## config.mk

```make
export PLATFORM = sky130hd
export DESIGN_NAME = multicycle_ctrl_fsm_flat
export DESIGN_NICKNAME = d
export VERILOG_FILES = /design/src/rtl/mctrl_pkg.sv /design/src/rtl/multicycle_ctrl_fsm_if.sv /design/src/rtl/mctrl_wait_cnt.sv /design/src/rtl/multicycle_ctrl_fsm.sv /design/src/flat_wrapper.sv
export SDC_FILE = /design/constraint.sdc
export NUM_CORES = 1
export LEC_CHECK = 0
export CORE_MARGIN = 5
export CORE_UTILIZATION = 38
export CTS_BUF_LIST = sky130_fd_sc_hd__clkbuf_8 sky130_fd_sc_hd__clkbuf_16
export DETAILED_ROUTE_END_ITERATION = 8
export PLACE_DENSITY = 0.86
export SYNTH_ARGS = -nofsm -noshare
export SYNTH_HDL_FRONTEND = slang
export SYNTH_SLANG_ARGS = --single-unit
```

## constraint.sdc

```tcl
create_clock -name clk -period 4.5 [get_ports clk]
set_input_delay 0.9 -clock clk [delete_from_list [all_inputs] [get_ports clk]]
set_output_delay 0.9 -clock clk [all_outputs]
set_load 0.01 [all_outputs]
```

## src/rtl/mctrl_pkg.sv

```systemverilog
// Shared types and encodings for the multicycle control unit: state enum,
// opcode constants, ALU / mux select codes and the decode dispatch helper.
package mctrl_pkg;

  typedef enum logic [4:0] {
    S_RESET  = 5'd0,
    S_FETCH  = 5'd1,
    S_DECODE = 5'd2,
    S_EXEC_R = 5'd3,
    S_EXEC_I = 5'd4,
    S_WB_ALU = 5'd5,
    S_ADDR   = 5'd6,
    S_MEM_RD = 5'd7,
    S_WB_MEM = 5'd8,
    S_MEM_WR = 5'd9,
    S_BRANCH = 5'd10,
    S_WB_LUI = 5'd11,
    S_TRAP   = 5'd12
  } state_t;

  localparam logic [6:0] OP_R      = 7'b0110011;
  localparam logic [6:0] OP_IMM    = 7'b0010011;
  localparam logic [6:0] OP_LOAD   = 7'b0000011;
  localparam logic [6:0] OP_STORE  = 7'b0100011;
  localparam logic [6:0] OP_BRANCH = 7'b1100011;
  localparam logic [6:0] OP_LUI    = 7'b0110111;

  localparam logic [2:0] ALU_LOAD = 3'b000;
  localparam logic [2:0] ALU_ADD  = 3'b001;
  localparam logic [2:0] ALU_SUB  = 3'b010;

  localparam logic [1:0] SRCA_PC    = 2'd0;
  localparam logic [1:0] SRCA_A     = 2'd1;
  localparam logic [1:0] SRCA_OLDPC = 2'd2;

  localparam logic [1:0] SRCB_B    = 2'd0;
  localparam logic [1:0] SRCB_FOUR = 2'd1;
  localparam logic [1:0] SRCB_IMM  = 2'd2;
  localparam logic [1:0] SRCB_IMMB = 2'd3;

  localparam logic [1:0] WB_ALUOUT = 2'd0;
  localparam logic [1:0] WB_MDR    = 2'd1;
  localparam logic [1:0] WB_IMMU   = 2'd2;

  // Anything not explicitly recognised lands in S_TRAP.
  function automatic state_t decodeTarget(input logic [6:0] opcode,
                                          input logic [2:0] funct3,
                                          input logic [6:0] funct7,
                                          input logic [2:0] lsFunct3);
    state_t tgt;
    tgt = S_TRAP;
    case (opcode)
      OP_R:      if (funct3 == 3'b000 && (funct7 == 7'b0000000 || funct7 == 7'b0100000))
                   tgt = S_EXEC_R;
      OP_IMM:    if (funct3 == 3'b000) tgt = S_EXEC_I;
      OP_LOAD:   if (funct3 == lsFunct3) tgt = S_ADDR;
      OP_STORE:  if (funct3 == lsFunct3) tgt = S_ADDR;
      OP_BRANCH: if (funct3 == 3'b000 || funct3 == 3'b001) tgt = S_BRANCH;
      OP_LUI:    tgt = S_WB_LUI;
      default:   tgt = S_TRAP;
    endcase
    return tgt;
  endfunction

endpackage

```

## src/rtl/multicycle_ctrl_fsm_if.sv

```systemverilog
// Controller <-> datapath bundle: IR/zero flag in, enables and selects out.
// master = controller side, slave = datapath side.
interface multicycle_ctrl_fsm_if #(parameter int ALUOP_W = 3);
  logic [31:0]        instr;
  logic               alu_zero;
  logic               pc_write;
  logic               pc_write_cond;
  logic               pc_src;
  logic               iord;
  logic               mem_read;
  logic               mem_write;
  logic               ir_write;
  logic               mdr_load;
  logic               reg_a_load;
  logic               reg_b_load;
  logic               alu_out_load;
  logic [1:0]         alu_src_a;
  logic [1:0]         alu_src_b;
  logic [ALUOP_W-1:0] alu_op;
  logic               reg_write;
  logic [1:0]         wb_sel;
  logic               illegal_instr;
  logic [4:0]         state_out;

  modport master (
    input  instr, alu_zero,
    output pc_write, pc_write_cond, pc_src, iord, mem_read, mem_write, ir_write,
           mdr_load, reg_a_load, reg_b_load, alu_out_load, alu_src_a, alu_src_b,
           alu_op, reg_write, wb_sel, illegal_instr, state_out
  );

  modport slave (
    output instr, alu_zero,
    input  pc_write, pc_write_cond, pc_src, iord, mem_read, mem_write, ir_write,
           mdr_load, reg_a_load, reg_b_load, alu_out_load, alu_src_a, alu_src_b,
           alu_op, reg_write, wb_sel, illegal_instr, state_out
  );
endinterface

```

## src/rtl/mctrl_wait_cnt.sv

```systemverilog
// Memory wait counter: last flags the final cycle of a MEM_LAT-long access.
module mctrl_wait_cnt #(
  parameter int MEM_LAT = 1
) (
  input  logic clk,
  input  logic rst,
  input  logic clear,
  input  logic enable,
  output logic last
);
  localparam int CW = $clog2(MEM_LAT + 1);

  logic [CW-1:0] cnt;

  always_ff @(posedge clk or posedge rst) begin
    if (rst)         cnt <= '0;
    else if (clear)  cnt <= '0;
    else if (enable) cnt <= cnt + CW'(1);
  end

  assign last = (cnt == CW'(MEM_LAT - 1));
endmodule

```

## src/rtl/multicycle_ctrl_fsm.sv

```systemverilog
// Multicycle control FSM for the RV64I-subset datapath with memory wait states.
// Define MCTRL_INSTRET_EN to add the 64-bit retired-instruction counter port.
module multicycle_ctrl_fsm
  import mctrl_pkg::*;
#(
  parameter int         MEM_LAT   = 1,
  parameter logic [2:0] LS_FUNCT3 = 3'b011,
  parameter int         ALUOP_W   = 3
) (
  input  logic                  clk,
  input  logic                  rst,
  multicycle_ctrl_fsm_if.master bus
`ifdef MCTRL_INSTRET_EN
  ,
  output logic [63:0]           instret
`endif
);
  state_t state, nextState;
  logic   cntLast, cntClear, cntEnable;
  logic   unusedInstr;

  assign unusedInstr = ^{bus.instr[24:15], bus.instr[11:7]};

  always_ff @(posedge clk or posedge rst) begin
    if (rst) state <= S_RESET;
    else     state <= nextState;
  end

  // Any state change restarts the count, which covers every entry into a wait state.
  assign cntClear  = (nextState != state);
  assign cntEnable = (state == S_FETCH) || (state == S_MEM_RD) || (state == S_MEM_WR);

  mctrl_wait_cnt #(.MEM_LAT(MEM_LAT)) u_wait (
    .clk    (clk),
    .rst    (rst),
    .clear  (cntClear),
    .enable (cntEnable),
    .last   (cntLast)
  );

  assign bus.state_out = state;

  always_comb begin
    nextState         = state;
    bus.pc_write      = 1'b0;
    bus.pc_write_cond = 1'b0;
    bus.pc_src        = 1'b0;
    bus.iord          = 1'b0;
    bus.mem_read      = 1'b0;
    bus.mem_write     = 1'b0;
    bus.ir_write      = 1'b0;
    bus.mdr_load      = 1'b0;
    bus.reg_a_load    = 1'b0;
    bus.reg_b_load    = 1'b0;
    bus.alu_out_load  = 1'b0;
    bus.alu_src_a     = SRCA_PC;
    bus.alu_src_b     = SRCB_B;
    bus.alu_op        = ALUOP_W'(ALU_LOAD);
    bus.reg_write     = 1'b0;
    bus.wb_sel        = WB_ALUOUT;
    bus.illegal_instr = 1'b0;
    case (state)
      S_RESET: nextState = S_FETCH;
      S_FETCH: begin
        bus.mem_read = 1'b1;
        if (cntLast) begin
          bus.ir_write  = 1'b1;
          bus.pc_write  = 1'b1;
          bus.alu_src_a = SRCA_PC;
          bus.alu_src_b = SRCB_FOUR;
          bus.alu_op    = ALUOP_W'(ALU_ADD);
          nextState     = S_DECODE;
        end
      end
      S_DECODE: begin
        // Speculatively form the branch target while A/B are loaded.
        bus.reg_a_load   = 1'b1;
        bus.reg_b_load   = 1'b1;
        bus.alu_out_load = 1'b1;
        bus.alu_src_a    = SRCA_OLDPC;
        bus.alu_src_b    = SRCB_IMMB;
        bus.alu_op       = ALUOP_W'(ALU_ADD);
        nextState = decodeTarget(bus.instr[6:0], bus.instr[14:12], bus.instr[31:25], LS_FUNCT3);
      end
      S_EXEC_R: begin
        bus.alu_src_a    = SRCA_A;
        bus.alu_src_b    = SRCB_B;
        bus.alu_op       = bus.instr[30] ? ALUOP_W'(ALU_SUB) : ALUOP_W'(ALU_ADD);
        bus.alu_out_load = 1'b1;
        nextState        = S_WB_ALU;
      end
      S_EXEC_I, S_ADDR: begin
        bus.alu_src_a    = SRCA_A;
        bus.alu_src_b    = SRCB_IMM;
        bus.alu_op       = ALUOP_W'(ALU_ADD);
        bus.alu_out_load = 1'b1;
        if (state == S_EXEC_I)                nextState = S_WB_ALU;
        else if (bus.instr[6:0] == OP_STORE)  nextState = S_MEM_WR;
        else                                  nextState = S_MEM_RD;
      end
      S_WB_ALU: begin
        bus.reg_write = 1'b1;
        bus.wb_sel    = WB_ALUOUT;
        nextState     = S_FETCH;
      end
      S_MEM_RD: begin
        bus.iord     = 1'b1;
        bus.mem_read = 1'b1;
        if (cntLast) begin
          bus.mdr_load = 1'b1;
          nextState    = S_WB_MEM;
        end
      end
      S_WB_MEM: begin
        bus.reg_write = 1'b1;
        bus.wb_sel    = WB_MDR;
        nextState     = S_FETCH;
      end
      S_MEM_WR: begin
        bus.iord      = 1'b1;
        bus.mem_write = 1'b1;
        if (cntLast) nextState = S_FETCH;
      end
      S_BRANCH: begin
        bus.alu_src_a     = SRCA_A;
        bus.alu_src_b     = SRCB_B;
        bus.alu_op        = ALUOP_W'(ALU_SUB);
        bus.pc_src        = 1'b1;
        bus.pc_write_cond = bus.instr[12] ? ~bus.alu_zero : bus.alu_zero;
        nextState         = S_FETCH;
      end
      S_WB_LUI: begin
        bus.reg_write = 1'b1;
        bus.wb_sel    = WB_IMMU;
        nextState     = S_FETCH;
      end
      S_TRAP:  bus.illegal_instr = 1'b1;
      default: nextState = S_RESET;
    endcase
  end

`ifdef MCTRL_INSTRET_EN
  logic retireState;
  assign retireState = (state == S_WB_ALU) || (state == S_WB_MEM) || (state == S_MEM_WR) ||
                       (state == S_BRANCH) || (state == S_WB_LUI);

  always_ff @(posedge clk or posedge rst) begin
    if (rst)                                      instret <= '0;
    else if (retireState && nextState == S_FETCH) instret <= instret + 64'd1;
  end
`endif
endmodule

```

## src/flat_wrapper.sv

```systemverilog
// flat-port wrapper written by rule: the top's interface ports become plain ports
module multicycle_ctrl_fsm_flat import mctrl_pkg::*;
#(
  parameter int         MEM_LAT   = 1,
  parameter logic [2:0] LS_FUNCT3 = 3'b011,
  parameter int         ALUOP_W   = 3
)
  (clk, rst, bus_instr, bus_alu_zero, bus_pc_write, bus_pc_write_cond, bus_pc_src, bus_iord, bus_mem_read, bus_mem_write, bus_ir_write, bus_mdr_load, bus_reg_a_load, bus_reg_b_load, bus_alu_out_load, bus_alu_src_a, bus_alu_src_b, bus_alu_op, bus_reg_write, bus_wb_sel, bus_illegal_instr, bus_state_out);
  multicycle_ctrl_fsm_if #(.ALUOP_W(ALUOP_W)) bus_i ();
  input  logic clk;
  input  logic rst;
  input wire logic [$bits(bus_i.instr)-1:0] bus_instr;
  input wire logic [$bits(bus_i.alu_zero)-1:0] bus_alu_zero;
  output wire logic [$bits(bus_i.pc_write)-1:0] bus_pc_write;
  output wire logic [$bits(bus_i.pc_write_cond)-1:0] bus_pc_write_cond;
  output wire logic [$bits(bus_i.pc_src)-1:0] bus_pc_src;
  output wire logic [$bits(bus_i.iord)-1:0] bus_iord;
  output wire logic [$bits(bus_i.mem_read)-1:0] bus_mem_read;
  output wire logic [$bits(bus_i.mem_write)-1:0] bus_mem_write;
  output wire logic [$bits(bus_i.ir_write)-1:0] bus_ir_write;
  output wire logic [$bits(bus_i.mdr_load)-1:0] bus_mdr_load;
  output wire logic [$bits(bus_i.reg_a_load)-1:0] bus_reg_a_load;
  output wire logic [$bits(bus_i.reg_b_load)-1:0] bus_reg_b_load;
  output wire logic [$bits(bus_i.alu_out_load)-1:0] bus_alu_out_load;
  output wire logic [$bits(bus_i.alu_src_a)-1:0] bus_alu_src_a;
  output wire logic [$bits(bus_i.alu_src_b)-1:0] bus_alu_src_b;
  output wire logic [$bits(bus_i.alu_op)-1:0] bus_alu_op;
  output wire logic [$bits(bus_i.reg_write)-1:0] bus_reg_write;
  output wire logic [$bits(bus_i.wb_sel)-1:0] bus_wb_sel;
  output wire logic [$bits(bus_i.illegal_instr)-1:0] bus_illegal_instr;
  output wire logic [$bits(bus_i.state_out)-1:0] bus_state_out;
  assign bus_i.instr = bus_instr;
  assign bus_i.alu_zero = bus_alu_zero;
  assign bus_pc_write = bus_i.pc_write;
  assign bus_pc_write_cond = bus_i.pc_write_cond;
  assign bus_pc_src = bus_i.pc_src;
  assign bus_iord = bus_i.iord;
  assign bus_mem_read = bus_i.mem_read;
  assign bus_mem_write = bus_i.mem_write;
  assign bus_ir_write = bus_i.ir_write;
  assign bus_mdr_load = bus_i.mdr_load;
  assign bus_reg_a_load = bus_i.reg_a_load;
  assign bus_reg_b_load = bus_i.reg_b_load;
  assign bus_alu_out_load = bus_i.alu_out_load;
  assign bus_alu_src_a = bus_i.alu_src_a;
  assign bus_alu_src_b = bus_i.alu_src_b;
  assign bus_alu_op = bus_i.alu_op;
  assign bus_reg_write = bus_i.reg_write;
  assign bus_wb_sel = bus_i.wb_sel;
  assign bus_illegal_instr = bus_i.illegal_instr;
  assign bus_state_out = bus_i.state_out;
  multicycle_ctrl_fsm #(.MEM_LAT(MEM_LAT), .LS_FUNCT3(LS_FUNCT3), .ALUOP_W(ALUOP_W)) u_core (.clk(clk), .rst(rst), .bus(bus_i));
endmodule
```

# ---- Word-level counts from Yosys, hierarchy flattened
# Index checks and enable logic that the tools add are counted.
dict set report op_classes {
  addsub 1
  n_eq_ne 22
  muxes 33
  bitwise 1
  n_reduce_logical 18
}
# op n
set ops {}
lappend ops {{$pmux 5 s8} 1}
lappend ops {{$eq 7x6->1 const B} 4}
lappend ops {{$eq 5x4->1 const B} 5}
lappend ops {{$pmux 5 s5} 1}
lappend ops {{$eq 5x3->1 const B} 4}
lappend ops {{$mux 5} 4}
lappend ops {{$mux 1} 17}
lappend ops {{$mux 4} 4}
lappend ops {{$pmux 3 s4} 1}
lappend ops {{$eq 5x2->1 const B} 2}
lappend ops {{$pmux 2 s2} 2}
lappend ops {{$reduce_or 2->1} 4}
lappend ops {{$reduce_or 4->1} 2}
lappend ops {{$eq 7x2->1 const B} 1}
lappend ops {{$eq 7x5->1 const B} 1}
lappend ops {{$eq 7x7->1 const B} 1}
lappend ops {{$logic_not 7->1} 1}
lappend ops {{$pmux 2 s3} 1}
lappend ops {{$reduce_or 3->1} 2}
lappend ops {{$eq 5x1->1 const B} 1}
lappend ops {{$logic_not 5->1} 1}
lappend ops {{$ne 5x5->1} 1}
lappend ops {{$reduce_or 5->1} 1}
lappend ops {{$logic_or 1x1->1} 4}
lappend ops {{other kinds (9)} 9}
dict set report word_totals {
  regBits 6
  inputBits 35
  word_cells 77
}

# ---- Logic depth before layout (Yosys ltp)
# Gate-level depths: netlist (run 1).
dict set report logic_depth {
  depth_word 8
  ltp_mapped 7
  mapped_depth_nobuf 7
}

# ---- Cells and area by module
# Synthesis (run 1) repeated with hierarchy kept, for this count alone.
dict set report hier_totals {
  hier_cells 145
  hier_area_um2 964.7
}
# mod n_inst cells_each area_each_um2
set by_module_without_submodules {}
lappend by_module_without_submodules {multicycle_ctrl_fsm 1 140 919.6}
lappend by_module_without_submodules {mctrl_wait_cnt 1 5 45.0}

# ---- Worst setup path after synthesis (run 1)
# OpenSTA, ideal clock, no wires.
dict set report synth_timing {
  kind {flip-flop to output port}
  from {reg u_core.state[1] (netlist: u_core.bus.state_out[1])}
  to {out bus_alu_src_b[0]}
  t_arrival_ns 1.652
  required_ns 3.600
  path_slack_ns 1.948
  path_stages_with_launch 5
  path_buffers 2
  path_cell_list {dfrtp_1 buf_2 buf_1 nor4_1 or2_2}
}
dict set report synth_between {
  elab_chain_cells 3
  word_cells_on_any_way 6
  cone_classes {eq/ne: 4; mux: 1; reduce/logical: 1}
}
# element line
set synth_lines {}
lappend synth_lines {{start, declared} multicycle_ctrl_fsm.sv:18} ;# state_t state, nextState;
lappend synth_lines {{start signal, assigned} multicycle_ctrl_fsm.sv:26} ;# else state <= nextState;
lappend synth_lines {{$eq 5x3->1} multicycle_ctrl_fsm.sv:62} ;# case (state)
lappend synth_lines {{$reduce_or 2->1} multicycle_ctrl_fsm.sv:62}
lappend synth_lines {{$pmux 2 s3 *} multicycle_ctrl_fsm.sv:62}
lappend synth_lines {{end, declared} flat_wrapper.sv:26} ;# output wire logic [$bits(bus_i.alu_src_b)-1:0] bus_alu_src_b;
# Mark *: on every way between the ends. The rest lies on a longest branch, timed or not.

# ---- Final worst setup path (run 1)
dict set report layout_timing {
  from {reg u_core.state[3] (netlist: u_core.bus.state_out[3])}
  to {out bus_alu_src_b[0]}
}
# The elaborated chain is that of the path after synthesis.

==> results of run 1 <==
==> worst max-delay path, stage by stage (launching register included) <==
cell and delay [ns]:
dfrtp_1 0.57, or2_0 0.42, nor4_1 0.57, or2_2 0.21, clkdlybuf4s50_1 0.52
==> power breakdown <==
part	total [W]	switching, W	internal, W
combinational	0.000193	0.0000889	0.000104
sequential	0.0000996	0.0000381	0.0000614
clock	0.0000803	0.0000228	0.0000574
total	0.000373	0.000150	0.000223
==> logic make-up (layout without fill, tap and decap cells) <==
logic type	after synthesis	after routing
and+or+nand+nor	76	76
xor gates and xnor gates	3	3
AOI/OAI and AO/OA	33	33
other	1	2
DFF	6	6
buffers and inverters	16	53
==> metrics by stage <==
step	utilization (%)	worst slack [ns]	total power [W]	hold WS, ns	std cells
detailed placement	59.22	1.231	0.0002908	0.7779	198
global placement	59.22	1.275	0.0002853	0.7751	198
CTS	61.09	1.058	0.0003722	0.7979	201
floorplan	-	1.948	0.0002079	0.6837	136
finish	61.09	1.086	0.0003727	0.8200	201
global route	61.09	0.9156	0.0003967	0.8433	201
==> Yosys cell counts (all sizes together) (2+ instances only) <==
cell / count / area [µm²]
nor2: 18 / 67.56
nand2: 15 / 61.31
nor3: 12 / 65.06
a21oi: 9 / 45.04
o21ai: 8 / 40.03
buf: 7 / 47.54
dfrtp: 6 / 150.1
nor2b: 6 / 37.54
nand2b: 5 / 31.28
clkbuf: 4 / 16.26
inv: 4 / 15.01
and3: 3 / 18.77
nand3: 3 / 15.01
nor4: 3 / 18.77
or2: 3 / 18.77
a211oi: 2 / 20.02
and3b: 2 / 17.52
o21a: 2 / 15.01
o31ai: 2 / 15.01
xnor2: 2 / 17.52
==> state kept, by name (all words and copies together) (netlist names) <==
| register | flops |
|---|---|
| u_core.u_wait.cnt | 1 |
| u_core.bus.state_out | 5 |
==> layer usage <==
layer | vias to the layer above | global-route usage, % | routed length [µm]
li1 | 555 | - | -
met1 | 486 | 18.64 | 1183
met2 | 54 | 28.87 | 1343
met3 | 5 | 2.227 | 204
met4 | 0 | 6.954 | 38
met5 | - | 0 | 0
==> final cells by class <==
class | count | area share [%]
Sequential cell | 6 | 11.11
Tap cell | 28 | 2.593
Multi-Input combinational cell | 114 | 48.15
Timing Repair Buffer | 45 | 33.33
Clock buffer | 3 | 3.056
Inverter | 5 | 1.759
==> how the worst max path moves through the flow <==
| stage | slack, ns | start | cells after the start | endpoint |
|---|---|---|---|---|
| floorplan | 1.95 | u_core.bus.state_out[1]$_DFF_PP0_ | 4 | bus_alu_src_b[0] |
| global placement | 1.28 | bus_instr[30] | 5 | bus_alu_op[0] |
| detailed placement | 1.23 | bus_instr[30] | 5 | bus_alu_op[0] |
| CTS | 1.06 | u_core.bus.state_out[3]$_DFF_PP0_ | 4 | bus_alu_src_b[0] |
| global route | 0.92 | u_core.bus.state_out[3]$_DFF_PP0_ | 4 | bus_alu_src_b[0] |
| finish | 1.09 | u_core.bus.state_out[3]$_DFF_PP0_ | 4 | bus_alu_src_b[0] |
==> metrics.cfg, run 1 <==
[route]
avgRoutedWirePerCell_um=13.78
vias=1100
drc=0
via_per_inst=5.473
drtIter0Drc=37
wirelength_mm=2.769
antenna_left=0
drtPass1Iterations=4

[timing]
relSlewSlack_pct=57.72
clock_skew_ns=0.0005758
timing.final.crit_share_pct=75.88
worst_pin_slew_ns=0.6342
fmax_mhz=292.9
finalSetupViolations=0
finalHoldViolCount=0
fin_tns_setup_ns=0
rsz0062_at_grt=no
drv_slew=0
period_minus_slack_ns=3.414

[pwr]
vdd_drop_max_uv=185.5
power_density_nw_per_um2=275.8
p_leak_nw=0.5181

[final_layout]
area_growth_pct=52.76
n_antenna_cell=0
num-fill-cells=219
nets=210
layout_commonest_cell=clkdlybuf4s50_1
drive_gt1_share_pct=8.092
multi_input_area_um2=650.6
seq_area_um2=150.1
final_cell_mix=clkdlybuf4s50_1, nor2_1, nand2_1, nor3_1, a21oi_1
finish.instance_area_um2=1351

[clock_tree]
clock_path_buffers=2
cts_max_level=1
insertion_delay_ns=0.22
numClockSinks=6
ctsHoldBuffers=0
ctsResizeCount=0
numCtsBuffers=3
path_clk_slew_ns=0.03
cts-root-buf=clkbuf_8
cts_tree=built
post_cts_buffers=0

[setup_path]
r2r_start=u_core.bus.state_out[1]$_DFF_PP0_
cp.arrival_ns=2.51
end_kind=output pin
path_max_fanout=18
worst_setup_path_start_kind=register
ff2ff_setup_slack_ns=2.35
rr_endpoint=u_core.u_wait.cnt$_DFFE_PP0P_
r2r.worst_path.cells=6
crit_required_ns=3.60
path_class=reg2out

[grt]
grt_usage_pct=16.02
first_global_vias=984
grt-ovfl-total=0
grt_pass1_wl_mm=4.360
grt_max_degree=22
antenna_found_initial=0

[run]
cap_violations=0

[synth]
syn_avg_cell_area_um2=6.553
synthAdderAreaFrac_pct=0
synth-simple-area-share_pct=44.98
synth_ff_type=dfrtp_1
ys_types=49
syn_inst=135
yosysWarnings=0
syn_area_um2=884.6
seq_area_frac_synth_pct=16.97
synthMuxAreaShare_pct=0
synth_edf_count=0
synthXorXnorAreaFrac_pct=2.970
synth_top_family_by_area=simple AND/OR/NAND/NOR gates
synth_seq_cells=6
synthArstFlopShare_pct=100.0
synth_compound_area_share_pct=24.75

[floorplan]
rows=17
die_width_um=58.25
dieArea_um2=3393
initial_utilization_pct=39.99
die_h_um=58.25
fp.coreArea_um2=2212
io_pins=62

[hold_path]
hold_depth=3
hp-class=reg2reg
hold_end=u_core.u_wait.cnt$_DFFE_PP0P_
min_from=u_core.u_wait.cnt$_DFFE_PP0P_

[placement]
io_buffers=45
dpl.hpwl_mm=2.146
routabilityCongestion=0.8504
postPlaceCellArea_um2=1310

[run_status]
status=complete, no violations

Note: power is estimated with default switching activity, not from simulation.
==> run 2: changes to the inputs <==
- CORE_UTILIZATION: 38 -> 32
- PLACE_DENSITY: 0.86 -> 0.77
- clock period: 4.5 -> 2.8 ns (I/O delays scaled with it)
==> metrics.cfg, run 2 (synthesized netlist as in run 1, its figures left out) <==
[setup_path]
path_max_fanout=13  ; -5
path_delay_family=buffers and inverters
cp.arrival_ns=2.08  ; -0.43 ns
end_kind=output pin
slowest_stage=clkdlybuf4s50_1
path_cells=or2_1 -> nor4_1 -> buf_4 -> or2_2 -> clkdlybuf4s50_1
crit_required_ns=2.24  ; -1.36 ns
ff2ff_setup_slack_ns=0.90  ; -1.45 ns
critPathBufInv=2  ; +1
worst_setup_path_start_kind=register
critPathMaxStageDelay_ns=0.53  ; -0.04 ns
path_class=reg2out

[route]
wl_met1_mm=1.126  ; -4.8%
drtIter0Drc=30  ; -19%
drtPass1Iterations=4  ; unchanged
dr_wl_met3_um=249  ; +22%
via_per_inst=5.441  ; -0.58%
wl_met2_mm=1.437  ; +7.0%
vias=1148  ; +4.4%
top_layer_used=met4
drc=0  ; unchanged
avgRoutedWirePerCell_um=13.64  ; -0.99%
wirelength_mm=2.878  ; +3.9%
antenna_left=0  ; unchanged

[clock_tree]
cts-root-buf=clkbuf_8
clock_path_buffers=2  ; unchanged
post_cts_buffers=0  ; unchanged
cts_tree=built
numCtsBuffers=3  ; unchanged
ctsHoldBuffers=0  ; unchanged
numClockSinks=6  ; unchanged
cts_max_level=1  ; unchanged
path_clk_slew_ns=0.04  ; about the same
insertion_delay_ns=0.23  ; about the same

[final_layout]
n_antenna_cell=0  ; unchanged
largest_register_ffs=5  ; unchanged
fin_cells=211  ; +5.0%
nets=217  ; +3.3%
layout_commonest_cell=clkdlybuf4s50_1
area_growth_pct=59.41
drive_gt1_share_pct=12.78  ; +4.7 points
final_cell_mix=clkdlybuf4s50_1, nor2_1, nand2_1, nor3_1, a21oi_1

[timing]
timing.final.crit_share_pct=94.43
period_minus_slack_ns=2.644
clock_skew_ns=0.005702  ; +0.005126 ns
fin_tns_setup_ns=0  ; unchanged
fmax_mhz=378.2
drv_slew=0  ; unchanged
relSlewSlack_pct=61.17  ; +3.4 points
worst_pin_slew_ns=0.5772  ; -0.05702 ns
rsz0062_at_grt=no
finalHoldViolCount=0  ; unchanged
finalSetupViolations=0  ; unchanged

[floorplan]
dieArea_um2=3916  ; +15%
fp.coreArea_um2=2710  ; +23%
rows=19  ; +2
initial_utilization_pct=32.64  ; -7.3 points
die_h_um=62.58  ; +7.4%
io_pins=62  ; unchanged
die_width_um=62.58  ; +7.4%

[placement]
placed_cells=208  ; +5.1%
routabilityCongestion=0.9632  ; +13%
io_buffers=45  ; unchanged
dpl.hpwl_mm=2.365  ; +10%

[hold_path]
hp-class=in2async

[grt]
grt-ovfl-total=0  ; unchanged
antenna_found_initial=0  ; unchanged
grt_usage_pct=14.40  ; -1.6 points
grt_pass1_wl_mm=4.836  ; +11%
first_global_vias=1140  ; +16%
grt_max_degree=19  ; -14%

[pwr]
power_density_nw_per_um2=453.0  ; +64%
power_w=0.0006388  ; +71%
p_leak_nw=0.5527  ; +6.7%
vdd_drop_max_uv=293.2  ; +58%

[run_status]
status=complete, no violations

[run]
cap_violations=0  ; unchanged

==> run 2: what timing repair did <==
item,CTS,global route
hold endpoints to repair,0,0
setup endpoints to repair,0,4
resized for setup,0,3
==> run 2: path summary, 6_finish.rpt <==
| check | from | endpoint | depth (start not counted) |
|---|---|---|---|
| min reg2reg | u_core.bus.state_out[4]$_DFF_PP0_ | u_core.bus.state_out[0]$_DFF_PP0_ | 3 |
| max reg2reg | u_core.bus.state_out[2]$_DFF_PP0_ | u_core.u_wait.cnt$_DFFE_PP0P_ | 7 |
| max in group asynchronous | rst | u_core.bus.state_out[2]$_DFF_PP0_ | 2 |
| min | rst | u_core.u_wait.cnt$_DFFE_PP0P_ | 2 |
| max | u_core.bus.state_out[3]$_DFF_PP0_ | bus_alu_src_b[0] | 5 |
| min in group clk | u_core.bus.state_out[4]$_DFF_PP0_ | u_core.bus.state_out[0]$_DFF_PP0_ | 3 |
==> run 2: per-stage QoR <==
step	hold WS [ns]	setup slack, ns	cell area, µm²	utilization, %
finish	0.5522	0.1560	1410	52.03
global route	0.5764	0.04264	1410	52.03
CTS	0.5642	0.05053	1408	51.94
detailed placement	0.6828	0.2538	1366	50.42
global placement	0.6643	0.2543	1366	50.42
floorplan	0.3510	0.5881	888.4	-
==> run 2: routing by layer <==
layer / GRT usage, % / up-vias
met5: 0 / -
met4: 5.836 / 0
met3: 5.216 / 10
met2: 25.26 / 53
met1: 15.46 / 516
li1: - / 569
==> run 2: power by group <==
group | internal (W) | switching (W) | total [W] | leakage (nW)
registers | 0.000101 | 0.0000250 | 0.000126 | 0.0758
logic | 0.000190 | 0.000186 | 0.000376 | 0.455
clock network | 0.0000929 | 0.0000442 | 0.000137 | 0.0216
total | 0.000384 | 0.000255 | 0.000639 | 0.553
==> run 2: area by class of cell <==
cell class | instances | area, µm²
Fill cell | 288 | 1300
Multi-Input combinational cell | 114 | 650.6
Timing Repair Buffer | 52 | 503.0
Sequential cell | 6 | 152.6
Clock buffer | 3 | 41.29
Tap cell | 31 | 38.79
Inverter | 5 | 23.77
==> run 3: changes to the inputs <==
- CAP_MARGIN: unset -> 20
- CTS_BUF_LIST: sky130_fd_sc_hd__clkbuf_8 sky130_fd_sc_hd__clkbuf_16 -> unset
==> metrics.cfg, run 3 (synthesized netlist as in run 1, its figures left out) <==
[pwr]
p_leak_nw=0.5449  ; -1.4%
vdd_drop_max_uv=274.2  ; -6.5%
power_density_nw_per_um2=419.9  ; -7.3%

[grt]
first_global_vias=1138  ; -0.18%
grt-ovfl-total=0  ; unchanged
antenna_found_initial=0  ; unchanged
grt_pass1_wl_mm=4.788  ; -0.99%
grt_usage_pct=14.03  ; -0.37 points
grt_max_degree=19  ; unchanged

[clock_tree]
numClockSinks=6  ; unchanged
numCtsBuffers=3  ; unchanged
post_cts_buffers=0  ; unchanged
ctsHoldBuffers=0  ; unchanged
cts_tree=built
cts_max_level=1  ; unchanged
insertion_delay_ns=0.25  ; +0.02 ns
cts-root-buf=clkbuf_4
path_clk_slew_ns=0.05  ; about the same
clock_path_buffers=2  ; unchanged
ctsResizeCount=0  ; unchanged

[floorplan]
rows=19  ; unchanged
die_h_um=62.58  ; unchanged
die_width_um=62.58  ; unchanged
io_pins=62  ; unchanged
dieArea_um2=3916  ; unchanged
fp.coreArea_um2=2710  ; unchanged
initial_utilization_pct=32.64  ; unchanged

[final_layout]
layout_commonest_cell=clkdlybuf4s50_1
n_antenna_cell=0  ; unchanged
drive_gt1_share_pct=12.78  ; unchanged
area_growth_pct=57.28
nets=217  ; unchanged
largest_register_ffs=5  ; unchanged
finish.utilization_pct=51.34  ; -0.69 points
final_cell_mix=clkdlybuf4s50_1, nor2_1, nand2_1, nor3_1, a21oi_1

[setup_path]
path_cells=or2_1 -> nor4_1 -> buf_4 -> or2_2 -> clkdlybuf4s50_1
cp.arrival_ns=2.11  ; +0.03 ns
crit_required_ns=2.24  ; about the same
end_kind=output pin
worst_setup_path_start_kind=register
path_class=reg2out
path_max_fanout=13  ; unchanged
critPathMaxStageDelay_ns=0.53  ; about the same
slowest_stage=clkdlybuf4s50_1

[route]
drtPass1Iterations=4  ; unchanged
avgRoutedWirePerCell_um=13.51  ; -0.97%
wirelength_mm=2.850  ; -0.97%
drtIter0Drc=32  ; +6.7%
drc=0  ; unchanged
vias=1144  ; -0.35%
via_per_inst=5.422  ; -0.35%
antenna_left=0  ; unchanged

[timing]
drv_slew=0  ; unchanged
fmax_mhz=375.0  ; -0.85%
finalSetupViolations=0  ; unchanged
timing.final.crit_share_pct=95.23  ; +0.81 points
relSlewSlack_pct=62.13  ; +0.97 points
finalHoldViolCount=0  ; unchanged
fin_tns_setup_ns=0  ; unchanged
period_minus_slack_ns=2.667  ; +0.02254 ns
rsz0062_at_grt=no
clock_skew_ns=0.004954  ; -0.0007476 ns
worst_pin_slew_ns=0.5628  ; -0.01437 ns

[run]
cap_violations=0  ; unchanged

[placement]
dpl.hpwl_mm=2.365  ; unchanged
io_buffers=45  ; unchanged
routabilityCongestion=0.9632  ; unchanged

[run_status]
status=complete, no violations

[hold_path]
hp-class=in2async

run 3: cell counts in the layout (fill, tap and decap cells not counted):
Identical to the previous run, type by type.
run 3: area by class of cell:
type | instances | area, µm²
clock buffer | 3 | 22.52
fill | 291 | 1319
inverter | 5 | 23.77
multi-input combinational | 114 | 650.6
sequential | 6 | 152.6
tap | 31 | 38.79
timing repair buffer | 52 | 503.0
run 3: layer usage:
metal,vias to the layer above,global-route usage [%],routed length (µm)
li1,567,-,-
met1,522,15.03,1144
met2,48,25.65,1432
met3,7,4.676,223
met4,0,4.244,50
met5,-,0,0
run 3: metrics by stage:
stage	hold WS (ns)	cell area [µm²]	std cells	power, W	setup WS [ns]
2_1_floorplan	0.3510	888.4	136	0.0003341	0.5881
3_3_place_gp	0.6643	1366	208	0.0004914	0.2543
3_5_place_dp	0.6828	1366	208	0.0005002	0.2538
4_1_cts	0.5401	1389	211	0.0005861	0.02275
5_1_grt	0.5441	1391	211	0.0006280	0.01200
6_report	0.5350	1391	211	0.0005842	0.1334
run 3: critical path: cells and delay by family (launching register included):
| kind | cells | cell delay [ns] |
|---|---|---|
| buffers and inverters | 2 | 0.70 |
| and+or+nand+nor | 3 | 0.68 |
| DFF | 1 | 0.49 |
run 3: report_power, final:
part           leakage, nW  internal, W  switching (W)
Clock               0.0138    0.0000487      0.0000339
Combinational        0.455     0.000190       0.000187
Sequential          0.0758     0.000100      0.0000245
Total                0.545     0.000339       0.000245
run 3: path summary, 6_finish.rpt:
check,slack (ns),endpoint,cells past startpoint,startpoint
setup / recovery,0.13,bus_alu_src_b[0],5,u_core.bus.state_out[3]$_DFF_PP0_
hold / removal,0.53,u_core.u_wait.cnt$_DFFE_PP0P_,2,rst
setup reg to reg,0.90,u_core.u_wait.cnt$_DFFE_PP0P_,7,u_core.bus.state_out[2]$_DFF_PP0_
hold reg to reg,0.69,u_core.bus.state_out[0]$_DFF_PP0_,3,u_core.bus.state_out[4]$_DFF_PP0_
max in group asynchronous,2.05,u_core.bus.state_out[2]$_DFF_PP0_,2,rst
min in group clk,0.69,u_core.bus.state_out[0]$_DFF_PP0_,3,u_core.bus.state_out[4]$_DFF_PP0_
